**src/rtl/nv_nvdla_cdp_dp_cvtout_info_gen.sv**
```systemverilog
// -----------------------------------------------------------------------------
// nv_nvdla_cdp_dp_cvtout_info_gen
//
// Generates one info word per output element position of a CDP layer. The
// cube is walked width-first, then height, then 4-channel surface. Every word
// tells the convert-out stage which channel lanes carry data (lane mask) and
// where the word sits in the cube (last_w / last_h / last_c / layer_end and
// the surface index).
//
// Ports
//   nvdla_core_clk       clock, all state updates on the rising edge
//   nvdla_core_rst       synchronous active-high reset
//   op_en                single-cycle start pulse, honoured only in IDLE
//   reg2dp_width         cube width  - 1   (latched on op_en)
//   reg2dp_height        cube height - 1   (latched on op_en)
//   reg2dp_channel       channels    - 1   (latched on op_en)
//   data_info_in_vld_d2  info word valid
//   data_info_in_rdy_d2  downstream ready
//   data_info_in_pd_d2   info word:
//                          [3:0]  lane mask
//                          [4]    last_w
//                          [5]    last_h
//                          [6]    last_c
//                          [7]    layer_end
//                          [14:8] surface index s[6:0]
//   busy                 high while a layer is in progress (RUN)
//   op_done              one-cycle pulse, first IDLE cycle after layer_end
//
// Handshake: a word transfers in any cycle where vld=1 and rdy=1. vld and pd
// are pure functions of registered state, so once vld rises they hold until
// the transfer, and rdy never reaches vld combinationally.
// -----------------------------------------------------------------------------
module nv_nvdla_cdp_dp_cvtout_info_gen #(
  parameter int CNT_W = 13
) (
  input  logic             nvdla_core_clk,
  input  logic             nvdla_core_rst,
  input  logic             op_en,
  input  logic [CNT_W-1:0] reg2dp_width,
  input  logic [CNT_W-1:0] reg2dp_height,
  input  logic [CNT_W-1:0] reg2dp_channel,
  output logic             data_info_in_vld_d2,
  input  logic             data_info_in_rdy_d2,
  output logic [14:0]      data_info_in_pd_d2,
  output logic             busy,
  output logic             op_done
);

  typedef enum logic {
    IDLE = 1'b0,
    RUN  = 1'b1
  } state_t;

  state_t           state;
  state_t           state_nxt;

  logic [CNT_W-1:0] cfg_width;
  logic [CNT_W-1:0] cfg_height;
  logic [CNT_W-1:0] cfg_channel;
  logic [CNT_W-1:0] w_cnt;
  logic [CNT_W-1:0] h_cnt;
  logic [CNT_W-1:0] s_cnt;

  logic [CNT_W-1:0] s_last;
  logic             last_w;
  logic             last_h;
  logic             last_c;
  logic             layer_end;
  logic [3:0]       lane_mask;
  logic             xfer;
  logic             start;

  // Surface index of the final (possibly partial) 4-channel surface.
  assign s_last    = cfg_channel >> 2;
  assign last_w    = (w_cnt == cfg_width);
  assign last_h    = (h_cnt == cfg_height);
  assign last_c    = (s_cnt == s_last);
  assign layer_end = last_w & last_h & last_c;

  assign xfer  = data_info_in_vld_d2 & data_info_in_rdy_d2;
  assign start = (state == IDLE) & op_en;

  // Only the last surface can be partial; its active lanes follow the low two
  // bits of (channel - 1).
  always_comb begin
    lane_mask = 4'hF;
    if (last_c) begin
      case (cfg_channel[1:0])
        2'd0:    lane_mask = 4'h1;
        2'd1:    lane_mask = 4'h3;
        2'd2:    lane_mask = 4'h7;
        default: lane_mask = 4'hF;
      endcase
    end
  end

  // FSM: state register
  always_ff @(posedge nvdla_core_clk) begin
    if (nvdla_core_rst) begin
      state <= IDLE;
    end else begin
      state <= state_nxt;
    end
  end

  // FSM: next state and state-derived outputs
  always_comb begin
    state_nxt           = state;
    data_info_in_vld_d2 = 1'b0;
    data_info_in_pd_d2  = 15'h0;
    busy                = 1'b0;
    case (state)
      IDLE: begin
        if (op_en) begin
          state_nxt = RUN;
        end
      end
      RUN: begin
        data_info_in_vld_d2 = 1'b1;
        data_info_in_pd_d2  = {s_cnt[6:0], layer_end, last_c, last_h, last_w, lane_mask};
        busy                = 1'b1;
        if (xfer && layer_end) begin
          state_nxt = IDLE;
        end
      end
      default: begin
        state_nxt = IDLE;
      end
    endcase
  end

  // Config latch and cube position counters. Counters move only on a
  // transfer, so a stalled word keeps its pd unchanged.
  always_ff @(posedge nvdla_core_clk) begin
    if (nvdla_core_rst) begin
      cfg_width   <= '0;
      cfg_height  <= '0;
      cfg_channel <= '0;
      w_cnt       <= '0;
      h_cnt       <= '0;
      s_cnt       <= '0;
    end else if (start) begin
      cfg_width   <= reg2dp_width;
      cfg_height  <= reg2dp_height;
      cfg_channel <= reg2dp_channel;
      w_cnt       <= '0;
      h_cnt       <= '0;
      s_cnt       <= '0;
    end else if (xfer) begin
      if (last_w) begin
        w_cnt <= '0;
        if (last_h) begin
          h_cnt <= '0;
          // After layer_end all counters return to 0 for a clean idle state.
          if (last_c) begin
            s_cnt <= '0;
          end else begin
            s_cnt <= s_cnt + 1'b1;
          end
        end else begin
          h_cnt <= h_cnt + 1'b1;
        end
      end else begin
        w_cnt <= w_cnt + 1'b1;
      end
    end
  end

  // op_done lands in the first IDLE cycle after the layer_end transfer.
  always_ff @(posedge nvdla_core_clk) begin
    if (nvdla_core_rst) begin
      op_done <= 1'b0;
    end else begin
      op_done <= xfer & layer_end & (state == RUN);
    end
  end

endmodule
```
**config.mk**
```make
export PLATFORM = sky130hd
export DESIGN_NAME = nv_nvdla_cdp_dp_cvtout_info_gen
export DESIGN_NICKNAME = d
export VERILOG_FILES = /design/src/rtl/nv_nvdla_cdp_dp_cvtout_info_gen.sv
export SDC_FILE = /design/constraint.sdc
export NUM_CORES = 1
export LEC_CHECK = 0
export BUFFER_PORTS_ARGS = -buffer_cell sky130_fd_sc_hd__buf_4
export CORE_UTILIZATION = 52
export DETAILED_ROUTE_END_ITERATION = 8
export GPL_TIMING_DRIVEN = 0
export PLACE_DENSITY = 0.72
export RECOVER_POWER = 50
export SYNTH_ARGS = -nofsm -noshare
export SYNTH_HDL_FRONTEND = slang
export SYNTH_SLANG_ARGS = --single-unit
```
**constraint.sdc**
```tcl
create_clock -name nvdla_core_clk -period 6.64 [get_ports nvdla_core_clk]
set_clock_uncertainty 0.1 [all_clocks]
set_input_delay 1.328 -clock nvdla_core_clk [delete_from_list [all_inputs] [get_ports nvdla_core_clk]]
set_output_delay 1.328 -clock nvdla_core_clk [all_outputs]
set_load 0.005 [all_outputs]
```
After elaboration in Yosys (flattened, before gate mapping). Index checks and enable logic that the tools add are counted.

Register bits: 80. Latch bits: 0. Bits in writable memories: 0. Bits in read-only memories: 0. Output and inout port bits: 18. Memories kept: 0.

Add/subtract/negate cells: 3. Multipliers: 0. Divide/modulo/power cells: 0. Order comparisons: 0. Eq/ne operators: 5. Shift operators: 0. Mux-type cells: 10. Bitwise logic cells: 7. Reductions and logical operators: 5.

Operators with widths (count): $add 13x1->13 const B (3); $mux 13 (3); $eq 13x13->1 (2); $mux 15 (1); $eq 13x11->1 (1); $pmux 4 s3 (1); $and 1x1->1 (6); $mux 4 (1); $mux 1 (3); $reduce_and 3->1 (1); $eq 2x1->1 const B (1); $eq 2x2->1 const B (1); $logic_not 2->1 (1); $pmux 1 s2 (1); $reduce_and 2->1 (1); $reduce_or 2->1 (1); $logic_and 1x1->1 (1); $not 1->1 (1).

Longest topological paths before layout. Gate-level depths: netlist (run 1).

Depth in word-level cells: 6. Depth in mapped cells: 8. Mapped depth without buffers: 7.

Worst setup path before layout (run 1). OpenSTA, ideal clock, no wires.

Path kind: input to register. Start: input port data_info_in_rdy_d2. End: register s_cnt[11]. Library setup time: 0.085 ns. Data arrival time: 3.110 ns. Path slack: 3.345 ns. Stages: 7. Buffers on the path: 1. Cells stage by stage: and2_1 -> buf_2 -> nand3_1 -> nor4_4 -> or3b_1 -> or4_1 -> o31ai_2.

Cells in the longest elaborated chain, start to end: 2.

Ends and longest elaborated chain: start: declaration (line 43) `input logic data_info_in_rdy_d2,`; $and 1x1->1 (line 80) `assign xfer = data_info_in_vld_d2 & data_info_in_rdy_d2;`; $reduce_and 3->1 (no source line); end signal: assignment (line 158) `s_cnt <= s_cnt + 1'b1;`; end: declaration (line 62) `logic [CNT_W-1:0] s_cnt;`.

No other way between the ends. A chain may end at the register's enable or synchronous reset.

Worst setup path after layout (run 1). Ends and elaborated chain as after synthesis.

==> impl.org, run 1 <==
** Timing
- RSZ-0062 raised after global routing :: false
- After layout, the minimum clock period comes to just over 4000 ps.
- Maximum clock rate :: ~250 MHz
- Setup violation total in the final timing report :: 0
- Of the available clock period, the critical path in the final layout requires 0.6143.
- At the pin with the least slew margin, the transition time is 1275 ps.
- For the final routed database, the setup TNS stands at 0 ps.
- Headroom to the max-slew limit came out at 0.1419.
- Number of pins with negative max-slew slack in the final report :: 0
- Hold Fails Final Rpt :: 0
- Hold is met by 370.5 ps.

** Flow run
- Max-cap violations in this run came to 0.

** Clocking
- TritonCTS Buffers :: 9
- After clock tree synthesis, the repair step resized 0 gates.
- After clock tree synthesis, the setup repair step added 0 buffers.
- Buffers inserted to repair hold after CTS numbered 0.
- Clock sink count :: 80
- CTS H-Tree Depth :: 3
- After clock tree synthesis, the clock-pin slew on the worst setup and hold paths is around 80 ps.
- Clk_lat worst skew :: about 340 ps
- Clock tree synthesis selected as its root buffer the cell sky130_fd_sc_hd__clkbuf_8.
- Maximum clock insertion buffer count :: 2
- CTS tree :: built

** Floorplanning
- 61 I/O pins were placed.
- Placeable core region :: about 6900 sq um
- Height of the die :: around 88 microns
- The die covers ~7700 sq um.
- For this configuration, the core starts out at a cell density of 0.5476.
- Row generation in the floorplan step produced 30 rows.
- Die Span X :: about 90 microns

** Setup path
- Cell breakdown of the critical path :: clkbuf_4 > and2_0 > clkbuf_1 > nand3_1 > nor4_1 > or3b_1 > or4_1 > o31ai_2
- Worst path max stage delay :: 980 ps
- For the worst flop-to-flop path, the logic depth is 7.
- Capture instance of the worst register-to-register path :: s_cnt[11]
- Critical path class :: input port to flop
- Critical path endpoint category :: flop
- In this run the register-to-register setup slack is ~3000 ps.
- Slowest cell on the critical path :: sky130_fd_sc_hd__nor4_1
- In this run the worst setup path begins at data_info_in_rdy_d2.
- In this run the worst path has a maximum fanout of 8.
- Crit start category :: input port
- Origin of the critical flop-to-flop path :: state
- Data arrives at the worst endpoint at 4240 ps.
- At the worst endpoint, the required time is 6800 ps.

** Logic synthesis
- Number of nets produced by synthesis :: around 520
- Primary FF master, synth :: sky130_fd_sc_hd__dfxtp_1
- Number of synthesized flops with an enable pin :: 0
- Distinct cell type count after synthesis :: 41
- Share of flip-flops with an asynchronous set or reset :: 0
- Of the post-synthesis cell area, the dominant cell type holds 0.4212.
- Dominant cell by count in the synthesized netlist :: sky130_fd_sc_hd__nand2_1
- Post-synth top area cell :: sky130_fd_sc_hd__dfxtp_1
- Yosys attributes the largest share of cell area to sky130_fd_sc_hd__dfxtp_1 (42%), sky130_fd_sc_hd__nand2_1 (10%), sky130_fd_sc_hd__xnor2_1 (7.6%), sky130_fd_sc_hd__a21oi_1 (6.3%), sky130_fd_sc_hd__xor2_1 (4.8%).
- Most frequent cells after synthesis :: sky130_fd_sc_hd__nand2_1 (103), sky130_fd_sc_hd__dfxtp_1 (80), sky130_fd_sc_hd__a21oi_1 (48)
- For this run, the register share of the synthesized area comes to 0.4212.
- After synthesis, the mean cell area works out to about 8.0 sq um.
- In the synthesized netlist, the number of instances is approximately 480.
- For this run, the number of Yosys warnings is 0.
- Post-synth design cell area :: 3802 sq um
- Post-synthesis register bit count :: 80

** Pwr
- The analysis attributes to cell leakage a power of roughly 1.8 nW.
- Power spread over the standard cell area amounts to about 230 nW/um^2.
- Post-layout power :: 0.001061 W
- Worst VDD drop :: roughly 0.11 mV

** GRT
- Maximum number of pins on one net before global-route repair :: 14
- Wire length of the first global-routing pass :: approximately 15 mm
- Global routing finished with a remaining overflow of 0.
- The number of global-route vias before repair is a little over 3000.
- For this run, the total global-route usage over all layers was measured as 0.2560.
- Antenna violations before repair :: 0

** Routing
- Number of DRC violations after detailed routing :: 0
- Once detail routing completed, the nets flagged for antenna violations numbered 0.
- Using the TritonRoute via totals, the vias-per-cell ratio works out to 5.336.
- For this block, the initial DRC count from the detailed router was 244.
- Via count of the routed design :: ~3400
- The pre-antenna-repair detailed-routing pass consisted of 6 iterations.
- Summed over all layers, the routed wires come to 9.073 mm.
- After detailed routing, the average wire length per cell comes to 14.04 microns.

** Run status
- Result of the run :: complete, no violations

** Layout
- Count of nets after finishing :: approximately 600
- Fraction of final layout cells sized beyond drive strength 1 :: 0.1400
- Relative to the synthesized area, the layout overhead comes to 20.63%.
- The number of antenna diodes in the final layout is 0.

** Min path
- Class of the most critical hold timing path :: flop to flop
- Depth of the worst hold-timing path :: 2
- Hold worst-path end :: cfg_channel[12]
- The startpoint identified for the worst hold timing path is cfg_channel[12].

** Placed design
- Count of input and output buffers :: around 60
- Weighted congestion reported at the end of routability-driven placement :: 0.8312
- Once detailed placement completed, the half-perimeter wirelength came to approximately 6.7 mm.
where the power goes:
part,switching [W],leakage [nW],internal [W]
clock network,0.000175,0.123,0.000259
registers,0.0000123,0.651,0.000494
logic,0.0000675,0.993,0.0000535
worst max-delay path: cells and delay by family:
kind            cells  cell delay, ps
compound gates      1             180
buf+inv             2             430
simple gates        5            2300
cell type report:
class | count | area, sq um
Inverter | 5 | 18.77
Clock buffer | 10 | 137.6
Buffer | 26 | 105.1
Tap cell | 96 | 120.1
Fill cell | 618 | 2357
Clock inverter | 5 | 103.9
Sequential cell | 80 | 1602
Multi-Input combinational cell | 365 | 2061
Timing Repair Buffer | 59 | 439.2
layout by cell type, fill, tap and decap left out, types with 2 or more instances in the layout:
| cell type | n |
|---|---|
| sky130_fd_sc_hd__and2_1 | 10 |
| sky130_fd_sc_hd__o21ai_0 | 6 |
| sky130_fd_sc_hd__and4_1 | 3 |
| sky130_fd_sc_hd__nand2b_1 | 2 |
| sky130_fd_sc_hd__nor4_1 | 4 |
| sky130_fd_sc_hd__o31ai_1 | 2 |
| sky130_fd_sc_hd__bufinv_16 | 3 |
| sky130_fd_sc_hd__or3_1 | 6 |
| sky130_fd_sc_hd__nor2_1 | 31 |
| sky130_fd_sc_hd__xnor2_1 | 33 |
| sky130_fd_sc_hd__o211ai_1 | 6 |
| sky130_fd_sc_hd__nand2_1 | 103 |
| sky130_fd_sc_hd__a21oi_1 | 48 |
| sky130_fd_sc_hd__nor2b_1 | 4 |
| sky130_fd_sc_hd__inv_1 | 5 |
| sky130_fd_sc_hd__clkbuf_4 | 3 |
| sky130_fd_sc_hd__buf_1 | 2 |
| sky130_fd_sc_hd__a31oi_1 | 3 |
| sky130_fd_sc_hd__buf_4 | 57 |
| sky130_fd_sc_hd__o21ai_1 | 5 |
| sky130_fd_sc_hd__nand4_1 | 14 |
| sky130_fd_sc_hd__and3_1 | 13 |
| sky130_fd_sc_hd__a22oi_1 | 2 |
| sky130_fd_sc_hd__dfxtp_1 | 80 |
| sky130_fd_sc_hd__clkbuf_8 | 10 |
| sky130_fd_sc_hd__mux2i_1 | 3 |
| sky130_fd_sc_hd__clkbuf_1 | 23 |
| sky130_fd_sc_hd__xor2_1 | 21 |
| sky130_fd_sc_hd__or4_1 | 2 |
| sky130_fd_sc_hd__nand3_1 | 20 |
| sky130_fd_sc_hd__nor3b_1 | 2 |
| sky130_fd_sc_hd__nor3_1 | 8 |
| sky130_fd_sc_hd__o41ai_1 | 2 |
| sky130_fd_sc_hd__ha_1 | 3 |
layer usage:
layer  part of all wire  global-route usage
met1               0.50              0.3588
met2               0.44              0.3956
met3              0.052             0.05687
met4             0.0076             0.07452
met5                  0                   0
per-stage QoR:
| stage | cells | worst slack (ps) | instance area (sq um) | utilization |
|---|---|---|---|---|
| floorplan | 476 | 3345 | 3802 | - |
| global placement | 631 | 2948 | 4365 | 0.6286 |
| detailed placement | 631 | 2974 | 4365 | 0.6286 |
| CTS | 646 | 2542 | 4607 | 0.6634 |
| global route | 646 | 2336 | 4587 | 0.6605 |
| finish | 646 | 2561 | 4587 | 0.6605 |
kinds of logic after synthesis:
family | after synthesis | share of synthesized area
AOI/OAI and AO/OA | 80 | 0.1204
xor gates and xnor gates | 55 | 0.1287
adders and majority gates | 3 | 0.009873
buffers and inverters | 31 | 0.03291
DFF | 80 | 0.4212
muxes | 3 | 0.007898
and+or+nand+nor | 224 | 0.2790
flip-flops by register name, summed over array words and instances, names as in the netlist:
signal	flops
cfg_channel	13
cfg_height	13
cfg_width	13
h_cnt	13
s_cnt	13
w_cnt	13
op_done	1
state	1
worst max path at each step:
| stage | end | slack [ps] | cells after the start |
|---|---|---|---|
| after global placement | data_info_in_pd_d2[7] | 2950 | 7 |
| after global routing | data_info_in_pd_d2[3] | 2340 | 7 |
| after detailed placement | data_info_in_pd_d2[7] | 2970 | 7 |
| final | s_cnt[11] | 2560 | 8 |
| after floorplan | s_cnt[11] | 3350 | 7 |
| after CTS | data_info_in_pd_d2[7] | 2540 | 7 |
Power figures use the tool's default switching activity.
==> run 2, diff against run 1 <==
--- a/config.mk
+++ b/config.mk
@@ -6,10 +6,10 @@
 export NUM_CORES = 1
 export LEC_CHECK = 0
 export BUFFER_PORTS_ARGS = -buffer_cell sky130_fd_sc_hd__buf_4
-export CORE_UTILIZATION = 52
+export CORE_UTILIZATION = 51
 export DETAILED_ROUTE_END_ITERATION = 8
 export GPL_TIMING_DRIVEN = 0
-export PLACE_DENSITY = 0.72
+export PLACE_DENSITY = 0.74
 export RECOVER_POWER = 50
 export SYNTH_ARGS = -nofsm -noshare
 export SYNTH_HDL_FRONTEND = slang
==> constraint.sdc (replaced) <==
create_clock -name nvdla_core_clk -period 3.7 [get_ports nvdla_core_clk]
set_clock_uncertainty 0.1 [all_clocks]
set_input_delay 0.74 -clock nvdla_core_clk [delete_from_list [all_inputs] [get_ports nvdla_core_clk]]
set_output_delay 0.74 -clock nvdla_core_clk [all_outputs]
set_load 0.005 [all_outputs]
==> impl.org, run 2 (synthesis results as in run 1) <==
** GRT
- The overall fraction of global-route tracks in use was 0.2539 (-0.002159).
- Maximum number of pins on one net before global-route repair :: 14 (unchanged)
- The global-route wire length before repair came to 15.21 mm (+2.0%).
- Antenna violations before repair :: 0 (unchanged)
- Aggregate global routing overflow :: 0 (unchanged)
- Vias in the first global route :: 3238 (+4.7%)

** Setup path
- Critical path endpoint category :: output port
- Top Family by Delay on Critical Path :: buffers and inverters
- The worst path buffer plus inverter count was 3 (+1).
- The largest fanout on the critical path is 10 (+2).
- The critical path goes through buf_1 > xnor2_1 > nand4_1 > nor3_2 > clkbuf_1 > and3_1 > buf_4.
- Critical path class :: flop to output port
- The worst setup path is launched from a flop.
- The arrival time of the worst setup path came to 2470 ps (-1770 ps).
- Slowest cell on the critical path :: sky130_fd_sc_hd__clkbuf_1
- CP required :: 2860 ps (-3940 ps)
- The largest stage delay on the critical path is 430 ps (-550 ps).

** Clocking
- TritonCTS Buffers :: 9 (unchanged)
- The number of buffers added for setup after CTS came to 0 (unchanged).
- The CTS sink count is 80 (unchanged).
- The cell sitting at the root of the clock tree is a sky130_fd_sc_hd__clkbuf_8.
- CTS H-Tree Depth :: 3 (unchanged)
- Post-CTS Hold Fix Bufs :: 0 (unchanged)
- TritonCTS built the clock tree.
- The clock edge transition at the registers on the reported setup and hold paths is 80 ps (about the same).
- The post-cts repair resize count came to 0 (unchanged).
- Maximum clock insertion buffer count :: 2 (unchanged)
- Clk_lat worst skew :: 350 ps (about the same)

** Pwr
- The power per cell area is 411.1 nW/um^2 (+78%).
- The total design power is 0.001894 W (+78%).
- The total leakage power is 1.767 nW (about the same).
- Worst VDD drop :: 0.2052 mV (+80%)

** Floorplanning
- The die area came to 7805 sq um (+1.9%).
- Die Span X :: 88.35 microns (+0.95%)
- Height of the die :: 88.35 microns (+0.95%)
- Initial Utilization :: 0.5271 (-0.02051)
- Placeable core region :: 7214 sq um (+3.9%)
- The number of ports placed on the die boundary came to 61 (unchanged).
- Standard-cell rows :: 31 (+3.3%)

** Placed design
- The number of I/O port buffers is 59 (unchanged).
- Placed standard-cell area :: 4369 sq um (about the same)
- The number of cells after detailed placement came to 634 (+0.48%).
- The final weighted congestion of routability-driven global placement was 0.8746 (+5.2%).
- HPWL after DPL :: 6.764 mm (+0.60%)

** Layout
- The non-filler instance count after layout came to 650 (+0.62%).
- The final design instance area without fill was 4608 sq um (+0.46%).
- In the layout the commonest cells are sky130_fd_sc_hd__nand2_1 (103), sky130_fd_sc_hd__dfxtp_1 (80), sky130_fd_sc_hd__buf_4 (56), sky130_fd_sc_hd__a21oi_1 (48), sky130_fd_sc_hd__xnor2_1 (33).
- Count of nets after finishing :: 592 (unchanged)
- Commonest non-fill, non-tap cell in the layout :: sky130_fd_sc_hd__nand2_1
- The number of antenna diodes came to 0 (unchanged).
- The ratio of cells with drive above 1 in the final layout is 0.1434 (+0.003376).
- Area Overhead vs Synth :: 21.19%

** Routing
- First drt pass iteration count :: 5 (-1)
- Detailed Route Iter0 Violations :: 161 (-34%)
- WL final :: 9.118 mm (+0.50%)
- The via count came to 3517 (+2.0%).
- The average routed wire per standard cell came to 14.03 microns (-0.12%).
- The mean number of vias per cell was 5.411 (+1.4%).
- Number of DRC violations after detailed routing :: 0 (unchanged)
- Number of nets with antenna violations after detailed routing :: 0 (unchanged)

** Timing
- Post-route fraction of the period consumed by the critical path :: 0.8948
- The transition time at the pin with the least slew margin came to 876.8 ps (-398.6 ps).
- For this run, the top clock speed supported by timing is roughly 300 MHz.
- The worst path needs 3311 ps of the cycle, external delays included.
- The max-slew violation total from the final report came to 0 (unchanged).
- The smallest hold slack was 370.1 ps (-0.4060 ps).
- The count of endpoints failing setup in the final report came to 0 (unchanged).
- Worst slew slack as a fraction of its limit :: 0.4101 (+0.2682)
- RSZ-0062 raised after global routing :: false
- Hold Fails Final Rpt :: 0 (unchanged)
- The sum of negative setup slack was 0 ps (unchanged).

** Min path
- Class of the most critical hold timing path :: flop to flop

** Flow run
- The reported max-cap violation count was 0 (unchanged).

** Run status
- The flow ran to the end, and the final reports show no timing, DRC or antenna violations.
run 2: worst paths after layout:
check	cells after the start	slack, ps	startpoint	end
max	7	390	s_cnt[10]	data_info_in_pd_d2[7]
min	2	370	cfg_width[9]	cfg_width[9]
max reg2reg	8	660	state	h_cnt[2]
min reg2reg	2	370	cfg_width[9]	cfg_width[9]
run 2: through the flow:
step	worst slack, ps	utilization
6_report	389.1	0.6387
5_1_grt	251.6	0.6387
4_1_cts	205.4	0.6382
3_5_place_dp	613.0	0.6056
3_3_place_gp	576.6	0.6056
2_1_floorplan	993.4	-
run 2: routing by layer:
layer | GRT usage | part of all wire
met1 | 0.3366 | 0.45
met3 | 0.03172 | 0.062
met5 | 0 | 0
met2 | 0.4203 | 0.47
met4 | 0.1026 | 0.020
run 2: worst register-to-register path, stage by stage (launching register included):
cell and delay [ps]:
sky130_fd_sc_hd__dfxtp_1 570, sky130_fd_sc_hd__and2_0 180, sky130_fd_sc_hd__clkbuf_1 310, sky130_fd_sc_hd__nand3_1 180, sky130_fd_sc_hd__nor4_4 420, sky130_fd_sc_hd__or3b_1 480, sky130_fd_sc_hd__nand2_1 210, sky130_fd_sc_hd__clkbuf_1 390
sky130_fd_sc_hd__nor2_1 100
run 2: final cells by class:
| cell class | count | area [sq um] |
|---|---|---|
| Multi-Input combinational cell | 365 | 2081 |
| Buffer | 26 | 105.1 |
| Tap cell | 99 | 123.9 |
| Fill cell | 700 | 2606 |
| Clock inverter | 5 | 103.9 |
| Timing Repair Buffer | 59 | 442.9 |
| Inverter | 5 | 18.77 |
| Sequential cell | 80 | 1602 |
| Clock buffer | 11 | 131.4 |
run 2: power by group:
part,switching [W],internal [W],leakage (nW)
registers,0.0000219,0.000886,0.651
clock network,0.000313,0.000450,0.118
logic,0.000126,0.0000975,0.998
==> run 3, diff against run 2 <==
--- a/config.mk
+++ b/config.mk
@@ -6,11 +6,12 @@
 export NUM_CORES = 1
 export LEC_CHECK = 0
 export BUFFER_PORTS_ARGS = -buffer_cell sky130_fd_sc_hd__buf_4
-export CORE_UTILIZATION = 51
+export CORE_UTILIZATION = 52
 export DETAILED_ROUTE_END_ITERATION = 8
 export GPL_TIMING_DRIVEN = 0
-export PLACE_DENSITY = 0.74
+export PLACE_DENSITY = 0.72
 export RECOVER_POWER = 50
+export SKIP_LAST_GASP = 1
 export SYNTH_ARGS = -nofsm -noshare
 export SYNTH_HDL_FRONTEND = slang
 export SYNTH_SLANG_ARGS = --single-unit
==> constraint.sdc (replaced) <==
create_clock -name nvdla_core_clk -period 3.8 [get_ports nvdla_core_clk]
set_clock_uncertainty 0.1 [all_clocks]
set_input_delay 0.76 -clock nvdla_core_clk [delete_from_list [all_inputs] [get_ports nvdla_core_clk]]
set_output_delay 0.76 -clock nvdla_core_clk [all_outputs]
set_load 0.005 [all_outputs]
==> impl.org, run 3 (synthesis results as in run 1) <==
** Clocking
- The cell sitting at the root of the clock tree is a sky130_fd_sc_hd__clkbuf_8.
- Clk_lat worst skew :: 340 ps (about the same)
- The clock edge transition at the registers on the reported setup and hold paths is 80 ps (about the same).
- The maximum buffer depth of the clock tree is 2 (unchanged).
- The number of hold buffers added after cts came to 0 (unchanged).
- The number of buffers created by CTS was 9 (unchanged).
- Clock sink count :: 80 (unchanged)
- Buffers inserted by post-CTS timing repair :: 0 (unchanged)
- The post-cts repair resize count was 0 (unchanged).
- CTS tree :: built
- CTS H-Tree Depth :: 3 (unchanged)

** Placed design
- HPWL after DPL :: 6.723 mm (-0.60%)
- The number of I/O port buffers is 59 (unchanged).
- The final weighted congestion of routability-driven global placement was 0.8312 (-5.0%).
- Post-Place Setup Slack :: 702.0 ps (+89.02 ps)
- The number of cells after detailed placement came to 631 (-0.47%).

** Setup path
- CP Data Arrival Time :: 2660 ps (+190 ps)
- Critical Path Fanout Max :: 10 (unchanged)
- The critical path in this run is classified as flop to output port.
- CP required :: 2940 ps (+80 ps)
- The worst setup path is captured at an output port.
- Crit start category :: flop

** Min path
- Class of the most critical hold timing path :: flop to flop

** Layout
- Footprint of the flip-flops and latches :: 1602 sq um (unchanged)
- The non-filler instance count after layout was 646 (-0.62%).
- The ratio of cells with drive above 1 in the final layout was 0.1436 (+0.0002607).
- Area Overhead vs Synth :: 21.13% (about the same)
- Number of fill cells in the layout :: 615 (-12%)
- Leaving out fill and tap cells, the most frequent cells in the layout are sky130_fd_sc_hd__nand2_1 (103), sky130_fd_sc_hd__dfxtp_1 (80), sky130_fd_sc_hd__buf_4 (56), sky130_fd_sc_hd__a21oi_1 (48), sky130_fd_sc_hd__xnor2_1 (33).
- The library cell used most frequently in the layout, excluding fill and tap cells, is sky130_fd_sc_hd__nand2_1.
- Finished Core Util :: 0.6632 (+0.02450)
- The final-stage net count is 592 (unchanged).
- Antenna cells :: 0 (unchanged)
- Area of the multi-input gates :: 2076 sq um (-0.24%)

** Timing
- RSZ-0062 raised after global routing :: false
- Setup violation total in the final timing report :: 0 (unchanged)
- Actual transition at the worst max-transition pin :: 797.1 ps (-79.75 ps)
- Post-route fraction of the period consumed by the critical path :: 0.9253
- The sum of negative setup slack is 0 ps (unchanged).
- The minimum setup slack in the final design is 284.0 ps (-105.1 ps).
- Hold Fails Final Rpt :: 0 (unchanged)
- Number of pins with negative max-slew slack in the final report :: 0 (unchanged)
- Worst hold-check slack :: 370.4 ps (+0.3120 ps)
- For the finished layout, the period the worst path requires is 3516 ps.
- The worst relative slew slack was 0.4637 (+0.05366).
- Maximum clock rate :: approximately 280 MHz

** Floorplanning
- Die Span X :: 87.51 microns (-0.95%)
- The core area was 6944 sq um (-3.7%).
- Height of the die :: 87.51 microns (-0.95%)
- Initial Utilization :: 0.5476 (+0.02051)
- Standard-cell rows :: 30 (-3.2%)
- Top-level port count :: 61 (unchanged)
- Area enclosed by the die boundary :: 7658 sq um (-1.9%)

** GRT
- Wire length of the first global-routing pass :: 14.90 mm (-2.0%)
- The overall fraction of global-route tracks in use came to 0.2560 (+0.002159).
- Aggregate global routing overflow :: 0 (unchanged)
- Antenna violations before repair :: 0 (unchanged)
- The number of global-route vias before repair came to 3092 (-4.5%).
- Maximum number of pins on one net before global-route repair :: 14 (unchanged)

** Pwr
- Power density of the placed cells :: 404.0 nW/um^2 (-1.7%)
- The switching fraction of total power was 0.2423 (-0.0007104).
- The net switching power figure was 0.0004508 W (-2.1%).
- Combinational fraction of design power :: 0.116 (-0.002)
- The proportion of power drawn by the clock network is 0.409 (+0.006).
- The design internal power was 0.001410 W (-1.7%).
- The power share of the sequential group was 0.475 (-0.004).
- Worst VDD drop :: 0.2002 mV (-2.4%)
- The total leakage power is 1.770 nW (+0.20%).

** Routing
- First drt pass iteration count :: 5 (unchanged)
- The post-route antenna net violation count is 0 (unchanged).
- Number of DRC violations after detailed routing :: 0 (unchanged)
- The via count is 3460 (-1.6%).
- Routed wire per std cell :: 14.07 microns (+0.33%)
- The DRC violation total after the first TritonRoute iteration came to 214 (+33%).
- The mean number of vias per cell is 5.356 (-1.0%).
- WL final :: 9.092 mm (-0.29%)

** Flow run
- Count of maximum capacitance violations :: 0 (unchanged)

** Run status
- The flow ran to the end, and the final reports show no timing, DRC or antenna violations.
run 3: metrics by stage:
| stage | instance area, sq um | power, W |
|---|---|---|
| 5_1_grt | 4606 | 0.001947 |
| 6_report | 4606 | 0.001861 |
| 2_1_floorplan | 3802 | 0.001031 |
| 3_5_place_dp | 4365 | 0.001119 |
| 3_3_place_gp | 4365 | 0.001115 |
| 4_1_cts | 4607 | 0.001873 |
run 3: power by group through the flow:
stage          Combinational [W]  Sequential, W  Clock [W]
2_1_floorplan           0.000133       0.000898          0
4_1_cts                 0.000216       0.000885   0.000772
6_report                0.000215       0.000884   0.000761
3_3_place_gp            0.000211       0.000903          0
3_5_place_dp            0.000215       0.000904          0
5_1_grt                 0.000240       0.000888   0.000819
run 3: worst max-delay path, cell delays in order (launching register included):
cell and delay, ps:
sky130_fd_sc_hd__dfxtp_1 310, sky130_fd_sc_hd__buf_1 320, sky130_fd_sc_hd__xnor2_1 170, sky130_fd_sc_hd__nand4_1 110
sky130_fd_sc_hd__nor3_1 630, sky130_fd_sc_hd__clkbuf_1 420, sky130_fd_sc_hd__and3_1 240, sky130_fd_sc_hd__buf_4 110
run 3: final cells by class:
cell class / instances / share of cell area
Multi-Input combinational cell: 365 / 0.4507
Sequential cell: 80 / 0.3477
Timing Repair Buffer: 59 / 0.09617
Clock buffer: 10 / 0.02988
Tap cell: 96 / 0.02608
Buffer: 26 / 0.02282
Clock inverter: 5 / 0.02255
Inverter: 5 / 0.004075
run 3: worst paths after layout:
path,from,end,slack (ps),cells after the start
hold / removal,cfg_channel[12],cfg_channel[12],370,2
setup reg to reg,state,h_cnt[0],730,8
setup / recovery,s_cnt[10],data_info_in_pd_d2[7],280,7
hold reg to reg,cfg_channel[12],cfg_channel[12],370,2
run 3: metal layers:
metal  vias to the layer above  wire length [microns]  global-route usage
met4                         0                     43             0.07452
met5                         -                      0                   0
met2                       111                   4078              0.3956
met3                         4                    497             0.05687
met1                      1591                   4472              0.3588
li1                       1754                      -                   -
